===== config.mk =====
export PLATFORM = sky130hd
export DESIGN_NAME = jk_updown_counter_flat
export DESIGN_NICKNAME = d
export VERILOG_FILES = /design/src/rtl/jk_pkg.sv /design/src/rtl/jk_updown_counter_if.sv /design/src/rtl/jk_cell.sv /design/src/rtl/jk_updown_counter.sv /design/src/flat_wrapper.sv
export SDC_FILE = /design/constraint.sdc
export NUM_CORES = 1
export LEC_CHECK = 0
export ABC_CLOCK_PERIOD_IN_PS = 2200
export CAP_MARGIN = 25
export CORE_AREA = 2 2 39 41
export DETAILED_ROUTE_END_ITERATION = 8
export DIE_AREA = 0 0 41 43
export GPL_TIMING_DRIVEN = 0
export PLACE_DENSITY_LB_ADDON = 0.05
export SYNTH_ARGS = -nofsm -noshare
export SYNTH_HDL_FRONTEND = slang
export SYNTH_HIERARCHICAL = 1
export SYNTH_SLANG_ARGS = --single-unit
export TNS_END_PERCENT = 1

===== constraint.sdc =====
create_clock -name CLK -period 2.2 [get_ports CLK]
set_input_delay 0.66 -clock CLK [delete_from_list [all_inputs] [get_ports CLK]]
set_output_delay 0.66 -clock CLK [all_outputs]
set_load 0.02 [all_outputs]

===== src/rtl/jk_pkg.sv =====
`default_nettype none
// ============================================================================
// Module      : jk_pkg
// Description : Shared definitions for the JK-cell up/down counter.
//               - 2-bit JK command encodings, packed as {J, K}
//               - modulus_ok(): legality check for the counter modulus
// Revision    : 1.0 - initial release
// ============================================================================
package jk_pkg;

    // {J, K} command applied to a single JK cell
    localparam logic [1:0] JK_HOLD   = 2'b00;
    localparam logic [1:0] JK_RESET  = 2'b01;
    localparam logic [1:0] JK_SET    = 2'b10;
    localparam logic [1:0] JK_TOGGLE = 2'b11;

    // A modulus is legal when 2 <= modulus <= 2**width. The arithmetic is
    // done in 64 bits so that wide counters cannot overflow the bound.
    function automatic bit modulus_ok(input int width, input int modulus);
        return (width >= 1) && (width <= 62) && (modulus >= 2) &&
               (longint'(modulus) <= (longint'(1) << width));
    endfunction

endpackage
`default_nettype wire


===== src/rtl/jk_updown_counter_if.sv =====
`default_nettype none
// ============================================================================
// Module      : jk_updown_counter_if
// Description : Control/status bundle of the JK up/down counter.
//               master : drives EN, UP, LOAD, D; observes the counter status
//               slave  : the counter; drives Q, Q_not, TC, WRAP, LOAD_ERR
//               With GRAY_OUT_EN defined the bundle also carries G, the
//               registered Gray-coded copy of Q.
// Revision    : 1.0 - initial release
// ============================================================================
interface jk_updown_counter_if #(
    parameter int WIDTH = 4
);
    logic             EN;
    logic             UP;
    logic             LOAD;
    logic [WIDTH-1:0] D;
    logic [WIDTH-1:0] Q;
    logic [WIDTH-1:0] Q_not;
    logic             TC;
    logic             WRAP;
    logic             LOAD_ERR;
`ifdef GRAY_OUT_EN
    logic [WIDTH-1:0] G;
`endif

`ifdef GRAY_OUT_EN
    modport master (output EN, UP, LOAD, D,
                    input  Q, Q_not, TC, WRAP, LOAD_ERR, G);
    modport slave  (input  EN, UP, LOAD, D,
                    output Q, Q_not, TC, WRAP, LOAD_ERR, G);
`else
    modport master (output EN, UP, LOAD, D,
                    input  Q, Q_not, TC, WRAP, LOAD_ERR);
    modport slave  (input  EN, UP, LOAD, D,
                    output Q, Q_not, TC, WRAP, LOAD_ERR);
`endif

endinterface
`default_nettype wire


===== src/rtl/jk_cell.sv =====
`default_nettype none
// ============================================================================
// Module      : jk_cell
// Description : Single-bit rising-edge JK flip-flop.
//               CLK   - clock
//               RST   - synchronous active-high reset, clears the cell to 0
//               J, K  - 00 hold, 01 clear, 10 set, 11 toggle
//               Q     - cell state
//               Q_not - complement of the cell state
// Revision    : 1.0 - initial release
// ============================================================================
module jk_cell (
    input  wire logic CLK,
    input  wire logic RST,
    input  wire logic J,
    input  wire logic K,
    output logic      Q,
    output logic      Q_not
);

    logic r_q;

    always_ff @(posedge CLK) begin
        if (RST) begin
            r_q <= 1'b0;
        end else begin
            case ({J, K})
                2'b01:   r_q <= 1'b0;
                2'b10:   r_q <= 1'b1;
                2'b11:   r_q <= ~r_q;
                default: r_q <= r_q;
            endcase
        end
    end

    assign Q     = r_q;
    assign Q_not = ~r_q;

endmodule
`default_nettype wire


===== src/rtl/jk_updown_counter.sv =====
`default_nettype none
// ============================================================================
// Module      : jk_updown_counter
// Description : Synchronous mod-MODULUS up/down counter built from WIDTH JK
//               cells. This block owns the per-bit J/K next-state logic; the
//               cell outputs are fed back into it.
//               CLK      - rising-edge clock
//               RST      - synchronous active-high reset
//               bus      - slave side of jk_updown_counter_if:
//                 EN/UP       count enable / direction (1 = up)
//                 LOAD/D      parallel load (out-of-range D clamps to MODULUS-1)
//                 Q/Q_not     count and its complement, straight from the cells
//                 TC          combinational terminal count
//                 WRAP        one-cycle pulse after a wrap
//                 LOAD_ERR    one-cycle pulse after an out-of-range load
//               Optional macro GRAY_OUT_EN adds registered output G = Gray(Q).
// Revision    : 1.0 - initial release
// ============================================================================
module jk_updown_counter
    import jk_pkg::*;
#(
    parameter int WIDTH   = 4,
    parameter int MODULUS = 10
) (
    input  wire logic            CLK,
    input  wire logic            RST,
    jk_updown_counter_if.slave   bus
);

    if (!modulus_ok(WIDTH, MODULUS)) begin : g_bad_modulus
        $error("jk_updown_counter: MODULUS must lie in 2..2**WIDTH");
    end

    localparam logic [WIDTH-1:0] c_max = WIDTH'(MODULUS - 1);
    // One extra bit so MODULUS == 2**WIDTH is representable in the compare
    localparam logic [WIDTH:0]   c_mod = (WIDTH + 1)'(MODULUS);

    logic [WIDTH-1:0] w_q;
    logic [WIDTH-1:0] w_q_not;
    logic             w_at_max;
    logic             w_at_zero;
    logic             w_tc;
    logic             w_load_oor;
    logic [WIDTH-1:0] w_load_val;
    logic             w_force;
    logic [WIDTH-1:0] w_target;
    logic [WIDTH-1:0] w_toggle;
    logic [1:0]       w_jk [WIDTH];
    logic             r_wrap;
    logic             r_load_err;

    assign w_at_max   = (w_q == c_max);
    assign w_at_zero  = (w_q == '0);
    assign w_tc       = bus.EN & ((bus.UP & w_at_max) | (~bus.UP & w_at_zero));
    assign w_load_oor = ({1'b0, bus.D} >= c_mod);
    assign w_load_val = w_load_oor ? c_max : bus.D;

    // Two kinds of step: a forced step (load or wrap) drives every cell to
    // w_target, while an ordinary count only toggles the run of bits that a
    // binary +1/-1 would flip, i.e. q ^ (q +/- 1).
    always_comb begin
        w_force  = 1'b0;
        w_target = '0;
        w_toggle = '0;
        if (bus.LOAD) begin
            w_force  = 1'b1;
            w_target = w_load_val;
        end else if (bus.EN) begin
            if (w_tc) begin
                w_force  = 1'b1;
                w_target = bus.UP ? '0 : c_max;
            end else if (bus.UP) begin
                w_toggle = w_q ^ (w_q + WIDTH'(1));
            end else begin
                w_toggle = w_q ^ (w_q - WIDTH'(1));
            end
        end
    end

    for (genvar i = 0; i < WIDTH; i++) begin : g_bit
        assign w_jk[i] = w_force     ? (w_target[i] ? JK_SET : JK_RESET)
                       : w_toggle[i] ? JK_TOGGLE : JK_HOLD;

        jk_cell u_cell (
            .CLK   (CLK),
            .RST   (RST),
            .J     (w_jk[i][1]),
            .K     (w_jk[i][0]),
            .Q     (w_q[i]),
            .Q_not (w_q_not[i])
        );
    end

    // A wrap is the terminal-count step of an unloaded count
    always_ff @(posedge CLK) begin
        if (RST) begin
            r_wrap     <= 1'b0;
            r_load_err <= 1'b0;
        end else begin
            r_wrap     <= ~bus.LOAD & w_tc;
            r_load_err <= bus.LOAD & w_load_oor;
        end
    end

`ifdef GRAY_OUT_EN
    // Gray code of the value the cells take on this edge, so G and Q move
    // together.
    logic [WIDTH-1:0] w_q_next;
    logic [WIDTH-1:0] r_g;

    assign w_q_next = w_force ? w_target : (w_q ^ w_toggle);

    always_ff @(posedge CLK) begin
        if (RST) begin
            r_g <= '0;
        end else begin
            r_g <= w_q_next ^ (w_q_next >> 1);
        end
    end

    assign bus.G = r_g;
`endif

    assign bus.Q        = w_q;
    assign bus.Q_not    = w_q_not;
    assign bus.TC       = w_tc;
    assign bus.WRAP     = r_wrap;
    assign bus.LOAD_ERR = r_load_err;

endmodule
`default_nettype wire


===== src/flat_wrapper.sv =====
// flat-port wrapper written by rule: the top's interface ports become plain ports
module jk_updown_counter_flat import jk_pkg::*;
#(
    parameter int WIDTH   = 4,
    parameter int MODULUS = 10
)
  (CLK, RST, bus_EN, bus_UP, bus_LOAD, bus_D, bus_Q, bus_Q_not, bus_TC, bus_WRAP, bus_LOAD_ERR);
  jk_updown_counter_if #(.WIDTH(WIDTH)) bus_i ();
  input  wire logic CLK;
  input  wire logic RST;
  input wire logic [$bits(bus_i.EN)-1:0] bus_EN;
  input wire logic [$bits(bus_i.UP)-1:0] bus_UP;
  input wire logic [$bits(bus_i.LOAD)-1:0] bus_LOAD;
  input wire logic [$bits(bus_i.D)-1:0] bus_D;
  output wire logic [$bits(bus_i.Q)-1:0] bus_Q;
  output wire logic [$bits(bus_i.Q_not)-1:0] bus_Q_not;
  output wire logic [$bits(bus_i.TC)-1:0] bus_TC;
  output wire logic [$bits(bus_i.WRAP)-1:0] bus_WRAP;
  output wire logic [$bits(bus_i.LOAD_ERR)-1:0] bus_LOAD_ERR;
  assign bus_i.EN = bus_EN;
  assign bus_i.UP = bus_UP;
  assign bus_i.LOAD = bus_LOAD;
  assign bus_i.D = bus_D;
  assign bus_Q = bus_i.Q;
  assign bus_Q_not = bus_i.Q_not;
  assign bus_TC = bus_i.TC;
  assign bus_WRAP = bus_i.WRAP;
  assign bus_LOAD_ERR = bus_i.LOAD_ERR;
  jk_updown_counter #(.WIDTH(WIDTH), .MODULUS(MODULUS)) u_core (.CLK(CLK), .RST(RST), .bus(bus_i));
endmodule

# Word-level counts from Yosys, hierarchy flattened
# Index checks and enable logic that the tools add are counted.
# op_classes
add_sub_neg	2
n_lt_le_gt_ge	1
eq_ne	13
muxes	28
bitwise_logic	14
reduce_logical	5
# op_table
operator	count
4-bit 2-to-1 mux	9
2-bit 2-to-1 mux	12
2-bit == test, second input constant	8
1-bit one-hot mux with 3 select lines	4
3-bit nonzero test	4
2-bit by 1-bit == test with 1-bit output, second input constant	4
4-bit bitwise XOR	2
1-bit inverter	6
1-bit bitwise AND	5
4-bit by 1-bit adder with 4-bit output, second input constant	1
4-bit == test, second input constant	1
4-bit greater-or-equal comparator, second input constant	1
4-bit logical NOT	1
4-bit by 1-bit subtractor with 4-bit output, second input constant	1
1-bit 2-to-1 mux	3
1-bit bitwise OR	1
# word_totals
reg_bits	6
input_bits	9
out_inout_bits	11
elab_cells	69

# Depth between registers and ports, before layout
# depth
depth_word	11
depth_mapped	8
depth_no_buf	8

# Hierarchy
# The synthesis kept the hierarchy.
# by_module_without_submodules
module	n_inst	cells_each	area_each_um2	seq_area_each_um2
jk_updown_counter	1	50	354.1	40.0
jk_cell	4	4	35.0	20.0

# Least setup slack after synthesis
# OpenSTA, ideal clock, no wires.
# synth_timing
path_kind	input-to-reg
start	in bus_UP
end	reg u_core.g_bit[3].u_cell.r_q
setup_time_ns	0.086
arrival_time_ns	1.946
t_required_ns	2.114
path_slack_ns	0.168
path_stages	8
n_path_buf	0
cell_sequence	inv_1 -> ha_1 -> a21o_1 -> a2111oi_1 -> a21oi_1 -> nand3_1 -> nor2_1 -> a211oi_1
# synth_lines
element	line_no	rtl
start: declaration	flat_wrapper.sv:12	input wire logic [$bits(bus_i.UP)-1:0] bus_UP;
end signal: assignment	jk_cell.sv:30	2'b11: r_q <= ~r_q;
end signal: assignment	jk_cell.sv:31	default: r_q <= r_q;
end: declaration	jk_cell.sv:21	logic r_q;

# Final worst setup path
# layout_timing
start	in bus_EN
end	out bus_TC
# layout_via
elab_chain_len	1
# layout_lines
element	line_no	rtl
start: declaration	flat_wrapper.sv:11	input wire logic [$bits(bus_i.EN)-1:0] bus_EN;
1-bit bitwise AND	jk_updown_counter.sv:54	assign w_tc = bus.EN & ((bus.UP & w_at_max) | (~bus.UP & w_at_zero));
end: declaration	flat_wrapper.sv:17	output wire logic [$bits(bus_i.TC)-1:0] bus_TC;
# Every way passes these cells.

==> flow_summary.json <==
{
  "met2RoutedLength_um": 566,
  "worstMarginPinSlew_ns": 0.296,
  "leakage_nw": 0.343,
  "gp_routability_congestion": 0.778,
  "post_synth.cell_area_avg_um2": 7.49,
  "synth_seq_area_share_pct": 24.3,
  "layout_worst_path_cycle_share_pct": 97.0,
  "fp.dieH_um": 43,
  "synthTopCellsByArea": "sky130_fd_sc_hd__dfxtp_1, sky130_fd_sc_hd__inv_1, sky130_fd_sc_hd__nor2_1",
  "top_signal_layer_used": "met3",
  "rr_endpoint": "u_core/g_bit[2].u_cell/Q$_SDFFE_PP0P_",
  "hold_path_startpoint": "u_core/g_bit[3].u_cell/Q$_SDFFE_PP0P_",
  "clockBufferDepth": 2,
  "wl_met3_um": 68,
  "die_area_um2": 1760,
  "path_class": "in2out",
  "drc_errors": 0,
  "die-width_um": 41,
  "post_layout_nonfiller_instances": 106,
  "timing_max_transition_violations_final": 0,
  "cell_area_after_technology_mapping_um2": 494,
  "setup-tns-final_ns": 0,
  "final-hold-violation-count": 0,
  "ys_warn_count": 6,
  "grt_first_pass_wirelength_um": 1740,
  "detail_route.first_pass.iterations": 4,
  "max_clock_freq_ghz": 0.468,
  "detail_route.wl_per_cell_um": 11.5,
  "first_global_vias": 426,
  "antenna_found_initial": 0,
  "count_of_vias_placed_by_the_detailed_router": 549,
  "worst-path-buf-inv": 3,
  "min-delay-path-class": "reg2reg",
  "place_inst": 101,
  "power.density_nw_per_um2": 610,
  "cts_root_buf": "sky130_fd_sc_hd__clkbuf_4",
  "cp-end-kind": "output port",
  "design.portCount": 20,
  "synthDominantAreaCellType": "sky130_fd_sc_hd__dfxtp_1",
  "crit_path_cell_trace": "clkdlybuf4s50_1 > inv_1 > nor2_1 > buf_2",
  "critical-path-top-delay-family": "buffers and inverters",
  "clkSlewWorstSetupHoldPaths_ns": 0.04,
  "cap_violations": 0,
  "postSynthRegisterBits": 6,
  "floorplan_core_area_um2": 1380,
  "min_to": "u_core/g_bit[3].u_cell/Q$_SDFFE_PP0P_",
  "grt_util_all_layers_pct": 14.5,
  "antenna-diode-count": 0,
  "crit_path_max_fanout": 3,
  "finalSetupViolCount": 0,
  "whs_path_cells": 1,
  "worst_setup_path_start_kind": "primary input",
  "cts_tree": "built",
  "worst_ep_required_time_ns": 1.54,
  "layout-drive-gt1-share_pct": 15.6,
  "clkSinkCount": 6,
  "cpPeakStageDelay_ns": 0.51,
  "layout.nets": 104,
  "postCtsHoldBufs": 0,
  "timing.slew.headroom_pct": 80.3,
  "run_status": "finished, final reports clean",
  "critical_path.reg2reg.startpoint": "u_core/g_bit[0].u_cell/Q$_SDFFE_PP0P_",
  "row_count": 14,
  "wl_met1_um": 581,
  "pin_count_of_the_biggest_net_entering_global_routing": 9,
  "synth_top_area_share_pct": 24.3,
  "finalCriticalPeriod_ns": 2.13,
  "postRouteWirelength_um": 1220,
  "slowest_stage": "sky130_fd_sc_hd__clkdlybuf4s50_1",
  "place.detailed.hpwl_um": 893,
  "areaGrowthSynthToFinish_pct": 56.7,
  "ctsHtreeMaxLevel": 1,
  "cts_made_buffers": 3,
  "antenna_violating_nets_left": 0,
  "vdd_ir_drop_max_v": 0.000300,
  "mappedNetlistNets": 78,
  "syn_inst": 66,
  "clock_latency_ns": 0.24,
  "initial_cell_density_of_the_core_pct": 35.7,
  "port_buffers": 19,
  "drc_marker_count_from_the_first_detailed_route_iteration": 14,
  "drt-vias-per-instance": 5.18,
  "cp.arrival_ns": 1.47,
  "grt_setup_unrepaired": "false",
  "r2r.worst_path.cells": 8,
  "r2r_setup_slack_ns": 0.34,
  "library_cells_used_by_synthesis": 25,
  "fin_skew_ns": 0.00161,
  "grt_overflow_total": 0
}
## layout by cell type, fill, tap and decap left out, types with 2 or more instances in the layout
cell | synthesis | final
sky130_fd_sc_hd__clkbuf_4 | 0 | 3
sky130_fd_sc_hd__nor2_1 | 9 | 9
sky130_fd_sc_hd__ha_1 | 2 | 2
sky130_fd_sc_hd__a21o_1 | 4 | 4
sky130_fd_sc_hd__inv_1 | 9 | 9
sky130_fd_sc_hd__dfxtp_1 | 6 | 6
sky130_fd_sc_hd__nand2_1 | 3 | 3
sky130_fd_sc_hd__buf_2 | 0 | 2
sky130_fd_sc_hd__clkdlybuf4s50_1 | 0 | 17
sky130_fd_sc_hd__buf_4 | 0 | 2
sky130_fd_sc_hd__nand2b_1 | 4 | 4
sky130_fd_sc_hd__a21oi_1 | 4 | 4
sky130_fd_sc_hd__a211oi_1 | 4 | 4
sky130_fd_sc_hd__o22ai_1 | 3 | 3
sky130_fd_sc_hd__nand3_1 | 2 | 2
## registers in the layout (all words and copies together) (netlist names)
register and cells:
u_core/bus.WRAP 1, u_core/bus.LOAD_ERR 1, u_core/g_bit.u_cell/Q 4
## logic make-up after synthesis
kind of cell / synth area share, %
AOI/OAI and AO/OA: 26.6
xor gates and xnor gates: 5.32
adders and majority gates: 9.11
buffers and inverters: 6.83
DFF: 24.3
muxes: 2.03
and+or+nand+nor: 25.8
## synth_stat cells
cell and count:
sky130_fd_sc_hd__and3_1 1, sky130_fd_sc_hd__a21o_1 4, sky130_fd_sc_hd__a21oi_1 4, sky130_fd_sc_hd__ha_1 2, sky130_fd_sc_hd__a211oi_1 4, sky130_fd_sc_hd__nand2b_1 4
sky130_fd_sc_hd__o21ai_2 1, sky130_fd_sc_hd__a2bb2oi_1 1, sky130_fd_sc_hd__a2111oi_1 1, sky130_fd_sc_hd__xnor2_1 2, sky130_fd_sc_hd__o22ai_1 3, sky130_fd_sc_hd__xor2_1 1
sky130_fd_sc_hd__nand3_1 2, sky130_fd_sc_hd__or2_2 1, sky130_fd_sc_hd__fa_1 1, sky130_fd_sc_hd__o21ai_0 1, sky130_fd_sc_hd__or3_1 1, sky130_fd_sc_hd__nand2b_2 1
sky130_fd_sc_hd__dfxtp_1 6, sky130_fd_sc_hd__nor3_1 2, sky130_fd_sc_hd__nand2_1 3, sky130_fd_sc_hd__mux2i_1 1, sky130_fd_sc_hd__and4b_1 1, sky130_fd_sc_hd__inv_1 9
sky130_fd_sc_hd__nor2_1 9
## metal layers
layer / track usage, % / vias to the layer above
li1: - / 282
met1: 19.4 / 251
met2: 21.6 / 16
met3: 4.71 / 0
met4: 4.00 / 0
met5: 0 / -
## layout make-up
class                           instances  area (um^2)
Timing Repair Buffer                   21          195
Inverter                                9         33.8
Tap cell                               16         20.0
Fill cell                             146          609
Multi-Input combinational cell         51          383
Sequential cell                         6          120
Clock buffer                            3         22.5
## report_power, final
group	switching, mW	internal, mW	total [mW]
Sequential	0.0194	0.120	0.139
Clock	0.0363	0.0615	0.0978
Combinational	0.116	0.120	0.235
Total	0.171	0.301	0.473
## per-stage QoR
step / hold WS [ns] / area (um^2) / util (%) / setup WS (ns) / total power [mW]
3_3_place_gp: 0.534 / 704 / 50.9 / -0.920 / 0.349
3_5_place_dp: 0.528 / 704 / 50.9 / -0.924 / 0.350
4_1_cts: 0.573 / 761 / 55.0 / 0.00342 / 0.467
6_report: 0.557 / 774 / 56.0 / 0.0654 / 0.473
5_1_grt: 0.595 / 774 / 56.0 / 0.0291 / 0.508
2_1_floorplan: 0.601 / 494 / - / 0.168 / 0.270
## worst max path at each step
stage                     startpoint                               endpoint  cells after the start
after detailed placement      bus_UP                                 bus_TC                      5
after CTS                     bus_UP  u_core/g_bit[3].u_cell/Q$_SDFFE_PP0P_                      9
after floorplan               bus_UP  u_core/g_bit[3].u_cell/Q$_SDFFE_PP0P_                      8
after global routing          bus_EN                                 bus_TC                      4
after global placement        bus_UP                                 bus_TC                      5
final                         bus_EN                                 bus_TC                      4
## repair_timing
action / in CTS / in global routing
setup endpoints to repair: 4 / 2
gates resized for setup: 11 / 4
gates cloned: 0 / 0
buffers inserted: 2 / 0
pin swaps: 1 / 0
Note: power is estimated with default switching activity, not from simulation.
